**src/rtl/pma_rule_table.sv**
```systemverilog
// pma_rule_table
// Runtime-programmable physical-memory-attribute rule table. The table holds
// NrRules base/length regions, each tagged with {C,X,NI} attributes. It is
// written and read through a request/grant register port. An address lookup
// is answered by a scan FSM that evaluates one rule per cycle.
//
// Optional feature: define PMA_RULE_TABLE_LOCK_EN to enable the sticky write
// lock. When it is undefined, cfg_lock_i is ignored and lock_o reads 0.
//
// Ports
//   clk_i, rst_ni        : clock, asynchronous active-low reset
//   cfg_req_i/cfg_gnt_o  : register access request / grant (grant only in IDLE)
//   cfg_we_i             : 1 = write, 0 = read
//   cfg_idx_i            : rule index
//   cfg_field_i          : 0 = base, 1 = length, 2 = attr {C,X,NI}, 3 = reserved
//   cfg_wdata_i          : write data
//   cfg_rdata_o          : read data, valid with cfg_rvalid_o one cycle after grant
//   cfg_lock_i, lock_o   : set sticky lock / lock state
//   lkp_valid_i/ready_o  : lookup request handshake, lkp_addr_i is the address
//   rsp_valid_o/ready_i  : response handshake
//   rsp_nonidem_o, rsp_exec_o, rsp_cache_o, rsp_hit_o : lookup result
module pma_rule_table #(
    parameter int unsigned NrRules = 16,
    parameter int unsigned IdxW    = 4
) (
    input  logic            clk_i,
    input  logic            rst_ni,
    input  logic            cfg_req_i,
    output logic            cfg_gnt_o,
    input  logic            cfg_we_i,
    input  logic [IdxW-1:0] cfg_idx_i,
    input  logic [1:0]      cfg_field_i,
    input  logic [63:0]     cfg_wdata_i,
    output logic [63:0]     cfg_rdata_o,
    output logic            cfg_rvalid_o,
    input  logic            cfg_lock_i,
    output logic            lock_o,
    input  logic            lkp_valid_i,
    output logic            lkp_ready_o,
    input  logic [63:0]     lkp_addr_i,
    output logic            rsp_valid_o,
    input  logic            rsp_ready_i,
    output logic            rsp_nonidem_o,
    output logic            rsp_exec_o,
    output logic            rsp_cache_o,
    output logic            rsp_hit_o
);

    localparam int unsigned AddrW = 64;
    localparam int unsigned AttrW = 3;

    localparam logic [1:0] FieldBase = 2'd0;
    localparam logic [1:0] FieldLen  = 2'd1;
    localparam logic [1:0] FieldAttr = 2'd2;

    typedef enum logic [1:0] {
        ST_IDLE = 2'd0,
        ST_SCAN = 2'd1,
        ST_RESP = 2'd2
    } state_e;

    logic [AddrW-1:0] base_q [NrRules];
    logic [AddrW-1:0] len_q  [NrRules];
    logic [AttrW-1:0] attr_q [NrRules];

    state_e           state_q, state_d;
    logic [IdxW-1:0]  idx_q, idx_d;
    logic [AddrW-1:0] addr_q, addr_d;
    logic             hit_q, hit_d;
    logic             ni_q, ni_d;
    logic             x_q, x_d;
    logic             c_q, c_d;
    logic             xany_q, xany_d;
    logic             match;

    logic [AddrW-1:0] rdata_q, rdata_d;
    logic             rvalid_q;
    logic             lock_q;
    logic             idx_ok;
    logic             wr_en;

    // Sticky lock, cleared only by reset
`ifdef PMA_RULE_TABLE_LOCK_EN
    always_ff @(posedge clk_i or negedge rst_ni) begin
        if (!rst_ni) begin
            lock_q <= 1'b0;
        end else if (cfg_lock_i) begin
            lock_q <= 1'b1;
        end
    end
`else
    logic unused_lock;
    assign unused_lock = cfg_lock_i;
    assign lock_q      = 1'b0;
`endif

    assign lock_o = lock_q;

    // Config port: granted only while idle, so the table never changes mid-scan
    assign cfg_gnt_o   = cfg_req_i && (state_q == ST_IDLE);
    assign lkp_ready_o = (state_q == ST_IDLE) && !cfg_req_i;
    assign idx_ok      = ({1'b0, cfg_idx_i} < (IdxW+1)'(NrRules));
    assign wr_en       = cfg_gnt_o && cfg_we_i && !lock_q && idx_ok
                         && (cfg_field_i != 2'd3);

    // Read data mux; out-of-range index and reserved field read as zero
    always_comb begin
        rdata_d = '0;
        if (idx_ok) begin
            unique case (cfg_field_i)
                FieldBase: rdata_d = base_q[cfg_idx_i];
                FieldLen:  rdata_d = len_q[cfg_idx_i];
                FieldAttr: rdata_d = AddrW'(attr_q[cfg_idx_i]);
                default:   rdata_d = '0;
            endcase
        end
    end

    // Rule storage and read-return registers
    always_ff @(posedge clk_i or negedge rst_ni) begin
        if (!rst_ni) begin
            for (int i = 0; i < int'(NrRules); i++) begin
                base_q[i] <= '0;
                len_q[i]  <= '0;
                attr_q[i] <= '0;
            end
            rdata_q  <= '0;
            rvalid_q <= 1'b0;
        end else begin
            rvalid_q <= cfg_gnt_o && !cfg_we_i;
            if (cfg_gnt_o && !cfg_we_i) begin
                rdata_q <= rdata_d;
            end
            if (wr_en) begin
                unique case (cfg_field_i)
                    FieldBase: base_q[cfg_idx_i] <= cfg_wdata_i;
                    FieldLen:  len_q[cfg_idx_i]  <= cfg_wdata_i;
                    FieldAttr: attr_q[cfg_idx_i] <= cfg_wdata_i[AttrW-1:0];
                    default:   ;
                endcase
            end
        end
    end

    assign cfg_rdata_o  = rdata_q;
    assign cfg_rvalid_o = rvalid_q;

    // Scan FSM state register
    always_ff @(posedge clk_i or negedge rst_ni) begin
        if (!rst_ni) begin
            state_q <= ST_IDLE;
            idx_q   <= '0;
            addr_q  <= '0;
            hit_q   <= 1'b0;
            ni_q    <= 1'b0;
            x_q     <= 1'b0;
            c_q     <= 1'b0;
            xany_q  <= 1'b0;
        end else begin
            state_q <= state_d;
            idx_q   <= idx_d;
            addr_q  <= addr_d;
            hit_q   <= hit_d;
            ni_q    <= ni_d;
            x_q     <= x_d;
            c_q     <= c_d;
            xany_q  <= xany_d;
        end
    end

    // Scan FSM next state; one rule per SCAN cycle, 65-bit end so no wrap
    always_comb begin
        state_d = state_q;
        idx_d   = idx_q;
        addr_d  = addr_q;
        hit_d   = hit_q;
        ni_d    = ni_q;
        x_d     = x_q;
        c_d     = c_q;
        xany_d  = xany_q;
        match   = 1'b0;
        unique case (state_q)
            ST_IDLE: begin
                if (lkp_valid_i && !cfg_req_i) begin
                    addr_d  = lkp_addr_i;
                    idx_d   = '0;
                    hit_d   = 1'b0;
                    ni_d    = 1'b0;
                    x_d     = 1'b0;
                    c_d     = 1'b0;
                    xany_d  = 1'b0;
                    state_d = ST_SCAN;
                end
            end
            ST_SCAN: begin
                match  = (addr_q >= base_q[idx_q])
                         && ({1'b0, addr_q} < ({1'b0, base_q[idx_q]} + {1'b0, len_q[idx_q]}));
                hit_d  = hit_q | match;
                ni_d   = ni_q | (match & attr_q[idx_q][0]);
                x_d    = x_q  | (match & attr_q[idx_q][1]);
                c_d    = c_q  | (match & attr_q[idx_q][2]);
                xany_d = xany_q | attr_q[idx_q][1];
                if (idx_q == IdxW'(NrRules - 1)) begin
                    state_d = ST_RESP;
                end else begin
                    idx_d = idx_q + IdxW'(1);
                end
            end
            ST_RESP: begin
                if (rsp_ready_i) begin
                    state_d = ST_IDLE;
                end
            end
            default: state_d = ST_IDLE;
        endcase
    end

    // Response is gated so all rsp_* read zero outside RESP; exec defaults
    // to allowed when no rule restricts execution
    assign rsp_valid_o   = (state_q == ST_RESP);
    assign rsp_hit_o     = rsp_valid_o & hit_q;
    assign rsp_nonidem_o = rsp_valid_o & ni_q;
    assign rsp_cache_o   = rsp_valid_o & c_q;
    assign rsp_exec_o    = rsp_valid_o & (xany_q ? x_q : 1'b1);

endmodule

```
**config.mk**
```make
export PLATFORM = sky130hd
export DESIGN_NAME = pma_rule_table
export DESIGN_NICKNAME = d
export VERILOG_FILES = /design/src/rtl/pma_rule_table.sv
export SDC_FILE = /design/constraint.sdc
export NUM_CORES = 2
export LEC_CHECK = 0
export CAP_MARGIN = 25
export CORE_MARGIN = 5
export CORE_UTILIZATION = 24
export DETAILED_ROUTE_END_ITERATION = 7
export HOLD_SLACK_MARGIN = 0.15
export PLACE_DENSITY = 0.45
export SLEW_MARGIN = 40
export SYNTH_ARGS = -nofsm -noshare
export SYNTH_HDL_FRONTEND = slang
export SYNTH_SLANG_ARGS = --single-unit
```
**constraint.sdc**
```tcl
create_clock -name clk_i -period 13.7 [get_ports clk_i]
set_clock_uncertainty 0.1 [all_clocks]
set_input_delay 2.74 -clock clk_i [delete_from_list [all_inputs] [get_ports clk_i]]
set_output_delay 2.74 -clock clk_i [all_outputs]
set_load 0.02 [all_outputs]
```
==> impl_metrics.ini <==
[timing]
hold_viol = 0
slew_viol_final = 0
worstMarginPinSlew_ps = 963.3
setup_ws_ps = 3999
fmax_mhz = 103.1
whs_ps = 377.8
rsz0062_at_grt = false
tns_ps = 0
min_period_over_period_pct = 70.81
slew_headroom_pct = 35.78
fin_crit_ps = 9701
finalSetupViolations = 0

[power_and_ir_drop]
p_leak_nw = 61.57
pwr_density_cell_nw_per_um2 = 139.7
irDropWorstVdd_mv = 0.1432

[global_route]
grt_max_degree = 155
grt_overflow = 0
grt_pass1_vias = 80520
track_usage_pct = 16.67
grt_pass1_wl_mm = 628.9
antenna_found_initial = 58

[clock_network]
clock_latency_ps = 920
clock-root-buffer = clkbuf_16
post_cts.repair.setup_buffers = 0
cts-hold-fix-buffers = 0
cts.sinks = 2236
cts_made_buffers = 248
cts_resized = 0
htree_levels = 4
cts_tree = yes
clockBufferDepth = 4
clkTransAtPathRegs_ps = 60

[route]
wl_per_cell_um = 30.05
met1_length_mm = 183.3
met2_length_mm = 218.8
ant_nets = 0
drtPass1Iterations = 5
vias_per_cell = 5.053
drtIter0Drc = 4848
routed.top_layer = met5
drc_errors = 0
met3_length_mm = 20.53
vias = 74100
routed_wl_mm = 440.7

[synthesis]
syn_area_um2 = 121500
ys_ff_latch = 2236
synth_flop_cell = dfrtp_1
synth_edf_count = 0
syn_inst = 7853
ys_seq_area_share_pct = 46.04
yosysWarnings = 0
synth.distinct_cells = 70
syn_nets = 8187
synth.avg_cell_area_um2 = 15.48
async_reset_ff_share_pct = 100.0

[worst_setup_path]
ff2ff_setup_slack_ps = 4000
cp-start-kind = flop
cp-end-kind = flop
slowest_stage = dfrtp_4
rr_worst_depth = 22
crit_top_cell = o21ai_0
r2r-start = idx_q[0]$_DFFE_PN0P_
crit_type = reg -> reg
crit_chain = buf_4 -> mux4_2 -> mux4_2 -> ha_1 -> fa_1 -> a21o_1 -> a31oi_1 -> o21ai_0 -> o31ai_1 -> o21bai_1 -> a41oi_1 -> o31ai_2 -> a21oi_1 -> xor2_1 -> ha_1 -> nand4_1 -> nor3_1 -> nand3_1 -> a31oi_1 -> o21ai_0 -> o31ai_2 -> o21ai_0
critPathMaxFanout = 25
reg2reg_to = ni_q$_DFFE_PN0P_
critPathArrivalTime_ps = 10370
required_ps = 14370
cp_slowest_stage_delay_ps = 880

[final_layout]
nets = 8078
drive_above_1_share_pct = 51.74
nFillCells = 50740
layout_commonest_cell = dfrtp_1
final_area_um2 = 139800
postLayoutCoreUtil_pct = 27.70
layout_common_cells = dfrtp_1, mux2_2, mux4_2
area_growth_pct = 15.06

[placed_design]
io_buffers = 211
placed_cell_area_um2 = 131000
dpl.hpwl_mm = 268.4
gp_congestion = 0.8477
place_ws_ps = 3649

[floorplanning]
die_w_um = 721.6
die_height_um = 721.6
placementRows = 261
dieArea_um2 = 520700
pin_count = 214
start_util_pct = 24.07
core-area_um2 = 504900

[min_path]
hold_start = cfg_rdata_o[38]$_DFFE_PN0P_
min_path_cells = 2
hold_end = cfg_rdata_o[38]$_DFFE_PN0P_
hold_path.class = reg -> reg

[flow_run]
drv_cap = 0

[outcome]
status = complete, no violations
==> metal layers <==
layer  up-vias  track usage [%]
li1      30150                -
met1     41290            21.48
met2      1897            28.57
met3       754            2.326
met4        18            5.874
met5         -                0
==> Yosys cell counts (21+ instances only) <==
cell | count | area share, %
nor3_1 | 35 | 0.14
ha_1 | 192 | 2.0
buf_2 | 120 | 0.49
nand4_1 | 30 | 0.15
buf_1 | 165 | 0.51
mux2i_1 | 62 | 0.51
nor2_1 | 63 | 0.19
nand3_1 | 35 | 0.14
clkbuf_1 | 453 | 1.4
a21oi_1 | 117 | 0.48
xnor2_1 | 27 | 0.19
mux4_2 | 1310 | 24
mux2_2 | 2075 | 19
mux2_1 | 21 | 0.19
inv_1 | 87 | 0.27
dfrtp_1 | 2236 | 46
nand2_1 | 384 | 1.2
a21o_1 | 71 | 0.44
o21ai_0 | 114 | 0.47
xor2_1 | 32 | 0.23
==> flip-flops by register name (all words and copies together), names as in the netlist, 2 cells and up <==
register and cells:
len_q 1024, base_q 1024, idx_q 4, state_q 2, cfg_rdata_o 64, attr_q 48, addr_q 64
==> area by class of cell <==
type | instances | area, um2 | area share [%]
timing repair buffer | 405 | 4170 | 2.982
tap | 6706 | 8391 | 6.000
sequential | 2236 | 55970 | 40.03
multi-input combinational | 4765 | 62380 | 44.61
clock buffer | 360 | 7311 | 5.228
clock inverter | 87 | 1236 | 0.8840
antenna | 18 | 45.04 | 0.03221
inverter | 88 | 330.3 | 0.2362
==> worst max path at each step <==
stage	start	end	slack (ps)	depth (start not counted)
global route	idx_q[0]$_DFFE_PN0P_	ni_q$_DFFE_PN0P_	3420	22
floorplan	idx_q[0]$_DFFE_PN0P_	c_q$_DFFE_PN0P_	7030	27
detailed placement	idx_q[0]$_DFFE_PN0P_	ni_q$_DFFE_PN0P_	3650	21
global placement	idx_q[0]$_DFFE_PN0P_	x_q$_DFFE_PN0P_	3300	21
CTS	idx_q[0]$_DFFE_PN0P_	ni_q$_DFFE_PN0P_	3690	21
finish	idx_q[0]$_DFFE_PN0P_	ni_q$_DFFE_PN0P_	4000	22
==> through the flow <==
step / cells / power, mW
floorplan: 7853 / 10.78
global placement: 14180 / 12.57
detailed placement: 14190 / 12.62
CTS: 14640 / 19.82
global route: 14650 / 20.41
finish: 14670 / 19.54
==> power by group <==
group	total (mW)	internal, mW	switching, mW
logic	4.82	2.14	2.68
registers	7.60	7.09	0.510
clock network	7.11	4.20	2.91
total	19.5	13.4	6.10
==> cell families (layout without fill, tap and decap cells) <==
kind of cell	after synthesis	count (layout)	share of synthesized area, %
compound gates	411	411	2.112
other cells	1	19	0.003086
simple gates	633	633	2.327
mux	3468	3468	44.21
fa+ha+maj	193	193	1.993
flops	2236	2236	46.04
xor+xnor	59	59	0.4252
buf+inv	852	940	2.891
==> worst max-delay path: cells and delay by family, from the launching register on <==
kind            cells  cell delay, ps
compound gates     12            4730
mux                 2            1210
fa+ha+maj           3            1060
flops               1             880
simple gates        3             800
buf+inv             1             610
xor+xnor            1             100
No activity file was read; power rests on OpenSTA's default activity.
